[src/rtl/input_ctrl_pkg.sv]
// Shared register map and helpers for the switch/button input peripheral.
package input_ctrl_pkg;

  localparam logic [7:0] ADDR_SW      = 8'h00;
  localparam logic [7:0] ADDR_BTN     = 8'h10;
  localparam logic [7:0] ADDR_BTN_EVT = 8'h14;
  localparam logic [7:0] ADDR_IRQ_EN  = 8'h18;
  localparam logic [7:0] ADDR_SW_CHG  = 8'h1C;

  // Width of the debounce counter; it only has to reach DB_CYCLES-1.
  function automatic int db_cnt_w(input int db_cycles);
    return (db_cycles <= 2) ? 1 : $clog2(db_cycles);
  endfunction

endpackage

[src/rtl/input_ctrl_debounce_ch.sv]
// One button channel: 2-flop synchroniser, stability counter and accepted-state flop.
// dout changes DB_CYCLES clocks after the synchronised input settles; rise pulses in the cycle before stable goes 0->1.
module debounce_ch
  import input_ctrl_pkg::*;
#(
  parameter int DB_CYCLES = 16
) (
  input  logic clk,
  input  logic rst,
  input  logic din,
  output logic dout,
  output logic rise
);

  localparam int            CW       = db_cnt_w(DB_CYCLES);
  localparam logic [CW-1:0] CNT_LAST = CW'(DB_CYCLES - 1);

  logic          sync1;
  logic          sync2;
  logic          stable;
  logic [CW-1:0] cnt;
  logic          accept;

  // The clear at CNT_LAST keeps the counter from ever wrapping.
  assign accept = (sync2 != stable) && (cnt == CNT_LAST);

  always_ff @(posedge clk) begin
    if (rst) begin
      sync1  <= 1'b0;
      sync2  <= 1'b0;
      stable <= 1'b0;
      cnt    <= '0;
    end else begin
      sync1 <= din;
      sync2 <= sync1;
      if (sync2 == stable) begin
        cnt <= '0;
      end else if (accept) begin
        stable <= sync2;
        cnt    <= '0;
      end else begin
        cnt <= cnt + 1'b1;
      end
    end
  end

  assign dout = stable;
  assign rise = accept & sync2;

endmodule

[src/rtl/input_ctrl.sv]
// Memory-mapped switch/button input block with sticky W1C event flags and a maskable level irq.
// Reads are combinational from registered state; writes land on the clock edge with we=1, no stalls.
module input_ctrl
  import input_ctrl_pkg::*;
#(
  parameter int SW_W      = 32,
  parameter int BTN_N     = 4,
  parameter int DB_CYCLES = 16
) (
  input  logic             clk,
  input  logic             rst,
  input  logic [7:0]       addr,
  input  logic             we,
  input  logic [31:0]      wdata,
  input  logic [SW_W-1:0]  io_sw,
  input  logic [BTN_N-1:0] io_btn,
  output logic [31:0]      rdata,
  output logic             irq
);

  logic [SW_W-1:0]  sw_s1;
  logic [SW_W-1:0]  sw_q;
  logic [SW_W-1:0]  sw_prev;
  logic [BTN_N-1:0] btn_stable;
  logic [BTN_N-1:0] btn_rise;
  logic [BTN_N-1:0] btn_evt;
  logic [BTN_N-1:0] irq_en;
  logic [BTN_N-1:0] evt_clr;
  logic             sw_chg;
  logic             chg_clr;
  logic             unused_wdata;

  for (genvar i = 0; i < BTN_N; i++) begin : g_btn
    debounce_ch #(
      .DB_CYCLES(DB_CYCLES)
    ) u_db (
      .clk (clk),
      .rst (rst),
      .din (io_btn[i]),
      .dout(btn_stable[i]),
      .rise(btn_rise[i])
    );
  end

  assign evt_clr      = (we && addr == ADDR_BTN_EVT) ? wdata[BTN_N-1:0] : '0;
  assign chg_clr      = we && (addr == ADDR_SW_CHG) && wdata[0];
  assign unused_wdata = ^wdata;

  // Set terms are OR-ed after the clear so a same-cycle event survives a W1C.
  always_ff @(posedge clk) begin
    if (rst) begin
      sw_s1   <= '0;
      sw_q    <= '0;
      sw_prev <= '0;
      btn_evt <= '0;
      irq_en  <= '0;
      sw_chg  <= 1'b0;
    end else begin
      sw_s1   <= io_sw;
      sw_q    <= sw_s1;
      sw_prev <= sw_q;
      btn_evt <= (btn_evt & ~evt_clr) | btn_rise;
      sw_chg  <= (sw_chg & ~chg_clr) | (sw_q != sw_prev);
      if (we && addr == ADDR_IRQ_EN) irq_en <= wdata[BTN_N-1:0];
    end
  end

  always_comb begin
    rdata = '0;
    case (addr)
      ADDR_SW:      rdata[SW_W-1:0]  = sw_q;
      ADDR_BTN:     rdata[BTN_N-1:0] = btn_stable;
      ADDR_BTN_EVT: rdata[BTN_N-1:0] = btn_evt;
      ADDR_IRQ_EN:  rdata[BTN_N-1:0] = irq_en;
      ADDR_SW_CHG:  rdata[0]         = sw_chg;
      default:      rdata            = '0;
    endcase
  end

  assign irq = |(btn_evt & irq_en);

endmodule

[config.mk]
export PLATFORM = sky130hd
export DESIGN_NAME = input_ctrl
export DESIGN_NICKNAME = d
export VERILOG_FILES = /design/src/rtl/input_ctrl_pkg.sv /design/src/rtl/input_ctrl_debounce_ch.sv /design/src/rtl/input_ctrl.sv
export SDC_FILE = /design/constraint.sdc
export NUM_CORES = 1
export LEC_CHECK = 0
export ABC_AREA = 0
export CORE_UTILIZATION = 30
export CTS_BUF_LIST = sky130_fd_sc_hd__clkbuf_16
export CTS_CLUSTER_DIAMETER = 150
export CTS_CLUSTER_SIZE = 8
export DETAILED_ROUTE_END_ITERATION = 8
export PLACE_DENSITY_LB_ADDON = 0.2
export SYNTH_ARGS = -nofsm -noshare
export SYNTH_HDL_FRONTEND = slang
export SYNTH_SLANG_ARGS = --single-unit
[constraint.sdc]
create_clock -name clk -period 3.5 [get_ports clk]
set_clock_uncertainty 0.15 [all_clocks]
set_input_delay 1.05 -clock clk [delete_from_list [all_inputs] [get_ports clk]]
set_output_delay 1.05 -clock clk [all_outputs]
set_load 0.01 [all_outputs]
After elaboration in Yosys (flattened, before gate mapping):

Cells that the tools add are included.

* flip-flop bits (word level): 133
* bits of input ports: 79
* output and inout port bits: 33
* word-level logic and storage cells: 80

* add/subtract/negate cells: 4
* equal/unequal tests: 17
* muxes and demuxes: 4
* bitwise operators: 15
* reductions and logical operators: 18

Operators by type and width (number)
* $eq A8 B5 Y1 const B: 4
* $ne A32 B32 Y1: 1
* $mux W28: 1
* $add A4 B1 Y4 const B: 4
* $eq A4 B4 Y1 const B: 4
* $pmux W3 S4: 1
* $reduce_or A3 Y1: 4
* $and A4 B4 Y4: 2
* $logic_and A1 B1 Y1: 8
* $logic_not A8 Y1: 1
* $reduce_and A2 Y1: 4
* $and A1 B1 Y1: 5
* $not A1 Y1: 5
* $pmux W1 S5: 1
* $eq A1 B1 Y1: 4
* $mux W4: 1
* $ne A1 B1 Y1: 4
* $not A4 Y4: 1
* $or A4 B4 Y4: 1
* $reduce_or A4 Y1: 1
* $or A1 B1 Y1: 1

Depth between registers and ports, before layout:

* word-level depth: 6
* gate-level depth with buffers: 5
* mapped depth without buffers: 4

Modules after synthesis:

Synthesis repeated with hierarchy kept, for this count alone.

* cells, all modules: 440
* area, all modules: 4678.2 um2

Modules (own cells, without submodules)
* input_ctrl: instances 1, cells each 344, area an instance 3657.3 um2, sequential area each 2102.0 um2
* debounce_ch: instances 4, cells each 24, area an instance 255.2 um2, sequential area each 140.1 um2

Worst setup path after synthesis:

Ideal clock, no wire load.

* path type: in2out
* start point: input port addr[3]
* end point: output port rdata[0]
* arrival: 2.074 ns
* data required time: 2.300 ns
* path slack: 0.226 ns
* stages: 3
* buffers on the path: 1
* path through: buf_2 mux4_1 a32o_1

* cells in the longest elaborated chain, start to end: 2
* elaborated cells on any way between the ends: 6
* classes of those cells: eq/ne: 4; mux: 1; reduce/logical: 1

RTL lines
* from (decl): RTL line input_ctrl.sv:12 `input logic [7:0] addr,`
* $eq A8 B5 Y1 / $logic_not A8 Y1 (equally long branches): RTL line input_ctrl.sv:70 `case (addr)`
* $pmux W1 S5 (*): RTL line input_ctrl.sv:70
* to (decl): RTL line input_ctrl.sv:17 `output logic [31:0] rdata,`

Every way passes the cells marked *; elsewhere a longest branch is shown, timed or not.

Worst setup path after layout:

* start point: input port addr[5]
* end point: output port rdata[16]

* cells in the longest elaborated chain, start to end: 2

RTL lines (RTL line)
* $logic_not A8 Y1: input_ctrl.sv:70
* $mux W28: input_ctrl.sv:70

No other way between the ends.

==> flow_summary_export.csv <==
group,metric,value,unit
power_and_ir_drop,power_leakage,2.68,nW
critical_path,r2r_end,"sw_chg$_SDFF_PP0_",
global_route,grt_pass1_wl,16200,um
clock_network,insertion_delay,0.41,ns
detailed_routing,route.detailed.drc,0,
global_route,busiest_layer,"met2",
detailed_routing,vias,3195,
detailed_routing,drt_pass1_iterations,4,
critical_path,slowest_delay,0.27,ns
critical_path,reg2reg_depth,4,
clock_network,clock-sinks,133,
critical_path,r2r_slack,1.92,ns
global_route,first_global_vias,3300,
critical_path,critPathArrivalTime,2.26,ns
logic_synthesis,avgSynthCellArea,10.7,sq um
clock_network,root_buffer,"clkbuf_16",
logic_synthesis,synth.distinct_cells,32,
floorplan,dieHeight,126,um
sta,max_freq,289,MHz
sta,drv_slew,0,
global_route,grt_use_total,13.5,%
power_and_ir_drop,power_density,552,nW/um^2
global_route,grt_util_met3,4.05,%
global_route,grt_max_degree,64,
finish,utilization,44.3,%
critical_path,path_common_cell,"buf_6",
power_and_ir_drop,p_total,3.71,mW
critical_path,path_class,"in -> out",
hold_path,min_path_type,"reg -> reg",
detailed_routing,avgRoutedWirePerCell,13.2,um
sta,max_slew.worst_pin.slew,0.657,ns
clock_network,cts.clk_slew.worst_paths,0.05,ns
global_route,grt_overflow,0,
sta,period_share,98.9,%
critical_path,critPathSlowestCell,"nor4_4",
logic_synthesis,synth_edf_count,0,
global_route,grt_util_met1,16.2,%
floorplan,rows,45,
floorplan,start_util,30.7,%
detailed_routing,via_per_inst,4.29,
finish,nFillCells,1420,
finish,drive_above_1_share,23.3,%
place,placed_area,5810,sq um
sta,finalHoldViolCount,0,
critical_path,start_kind,"input pin",
clock_network,cts_tree,"done",
clock_network,cts_buffers,17,
place,dp_slack,-0.774,ns
critical_path,path_depth,8,
logic_synthesis,synth_ff_type,"dfxtp_1",
floorplan,io_pins,112,
critical_path,cp_max_fo,6,
detailed_routing,final_antenna_net_count,0,
sta,fin_crit,3.46,ns
global_route,antenna_found_initial,0,
critical_path,critPathTopFamily,"simple AND/OR/NAND/NOR gates",
finish,nNetsFinal,627,
logic_synthesis,ys_ff_latch,133,
clock_network,clockBufferDepth,2,
logic_synthesis,yosys_warnings,0,
sta,max_slew_margin,56.2,%
critical_path,critPathCaptureType,"output pin",
detailed_routing,drtIter0Drc,117,
detailed_routing,wl,9850,um
sta,finalSetupViolCount,0,
critical_path,crit_path_start,"addr[5]",
floorplan,fp.dieW,126,um
clock_network,cts_hold_buf,0,
finish,n_antenna_cell,0,
place,io_buffers,83,
sta,worst_slack,0.0399,ns
status,status,"completed",
power_and_ir_drop,ir_drop,0.359,mV
finish,seqCellArea,2660,sq um
logic_synthesis,seq_area_frac_synth,57.3,%
critical_path,critPathCapture,"rdata[16]",
logic_synthesis,synth_nets,517,
finish,multi_input_area,2030,sq um
logic_synthesis,syn-instance-count,434,
finish,final_area,6710,sq um
place,gp_congestion,0.753,
logic_synthesis,async_flop_share,0,%
critical_path,cp_num_buf_inv,4,
global_route,grtUsageMet2,21.4,%
sta,rsz0062_at_grt,"yes",
floorplan,die-area,16000,sq um
critical_path,worstPathCellList,"buf_8 > nor4_4 > nand2_2 > nor3_4 > buf_6 > buf_16 > and2_4 > buf_6",
clock_network,cts_max_level,4,
floorplan,coreArea,15100,sq um
finish,syn2layout_area_growth,44.4,%
flow_run,drv_cap,0,
critical_path,r2r-start,"sw_q[1]$_SDFF_PP0_",
logic_synthesis,syn_area,4650,sq um
critical_path,critPathRequiredTime,2.30,ns
place,dp_hpwl,6590,um
==> per-layer routing <==
metal	up-vias	routed length, um
met5	-	0
met4	0	263
met3	20	460
met2	72	4500
met1	1475	4630
li1	1628	-
==> what timing repair did <==
action                                  CTS  global route
cloned                                    3             0
buffers inserted                          6             0
resized for setup                       212            17
endpoints found under the setup margin   32            32
pin swaps                                 6             4
==> kinds of logic after synthesis <==
kind of cell	Yosys count	share of synthesized area [%]
xor+xnor	44	8.29
buf+inv	18	1.59
flops	133	57.3
simple gates	204	26.2
compound gates	19	2.61
fa+ha+maj	4	1.08
mux	12	2.93
==> layout by cell type (no fill, tap or decap), types with 5 or more instances in the layout <==
cell | synthesis | routed
clkbuf_16 | 0 | 17
buf_4 | 0 | 19
mux2i_1 | 11 | 11
nand2_1 | 11 | 10
xnor2_1 | 40 | 40
dfxtp_1 | 133 | 133
nand3_1 | 10 | 10
bufinv_16 | 0 | 6
clkdlybuf4s50_1 | 0 | 42
nor2b_1 | 105 | 104
clkinv_1 | 0 | 6
o21ai_0 | 5 | 5
nand4_1 | 9 | 9
buf_6 | 0 | 34
nor2_1 | 22 | 21
and2_4 | 0 | 28
==> how the worst min path moves through the flow <==
stage | depth (start not counted) | end | startpoint | slack [ns]
finish | 1 | sw_q[8]$_SDFF_PP0_ | sw_s1[8]$_SDFF_PP0_ | 0.28
floorplan | 1 | g_btn[0].u_db.sync2$_SDFF_PP0_ | g_btn[0].u_db.sync1$_SDFF_PP0_ | 0.26
detailed placement | 1 | sw_q[18]$_SDFF_PP0_ | sw_s1[18]$_SDFF_PP0_ | 0.27
CTS | 1 | sw_q[18]$_SDFF_PP0_ | sw_s1[18]$_SDFF_PP0_ | 0.28
global placement | 1 | sw_q[17]$_SDFF_PP0_ | sw_s1[17]$_SDFF_PP0_ | 0.27
global route | 1 | sw_q[2]$_SDFF_PP0_ | sw_s1[2]$_SDFF_PP0_ | 0.29
==> per-stage QoR <==
step	hold slack [ns]	setup TNS, ns	std cells
final	0.283	0	745
after global routing	0.293	-0.0773	745
after CTS	0.283	-1.78	748
after detailed placement	0.270	-22.80	707
after global placement	0.269	-22.67	707
after floorplan	0.264	0	434
==> cell usage after synthesis (4+ instances only) <==
cell / n / area (sq um)
a21oi_1: 5 / 25.0
and2_1: 21 / 131
and2_2: 7 / 52.6
and3_1: 4 / 25.0
clkbuf_1: 11 / 41.3
dfxtp_1: 133 / 2660
ha_1: 4 / 50.1
mux2i_1: 11 / 110
nand2_1: 11 / 41.3
nand3_1: 10 / 50.1
nand4_1: 9 / 56.3
nor2_1: 22 / 82.6
nor2b_1: 105 / 657
nor3_1: 4 / 20.0
o21ai_0: 5 / 25.0
or3b_2: 4 / 35.0
xnor2_1: 40 / 350
xor2_1: 4 / 35.0
==> worst reg2reg max path, cell delays in order (launching register included) <==
cell	delay, ns
dfxtp_1	0.44
xnor2_1	0.18
nand4_1	0.17
nor4_1	0.39
a31oi_1	0.12
==> where the power goes <==
part           internal, mW  total, mW  switching [mW]
Clock                  1.31       1.93           0.616
Combinational         0.113      0.184          0.0707
Sequential             1.57       1.59          0.0261
==> final cells by class <==
type                       instances  area share [%]
multi-input combinational        283            30.3
sequential                       133            39.7
timing repair buffer             109            16.9
clock inverter                    15            3.24
clock buffer                      17            6.34
tap                              188            3.51
==> flip-flops by register name, indices dropped and copies added (netlist names), 16 cells and up <==
signal,count
g_btn.u_db.cnt,16
sw_s1,32
sw_prev,32
sw_q,32
No activity file was read; power rests on OpenSTA's default activity.
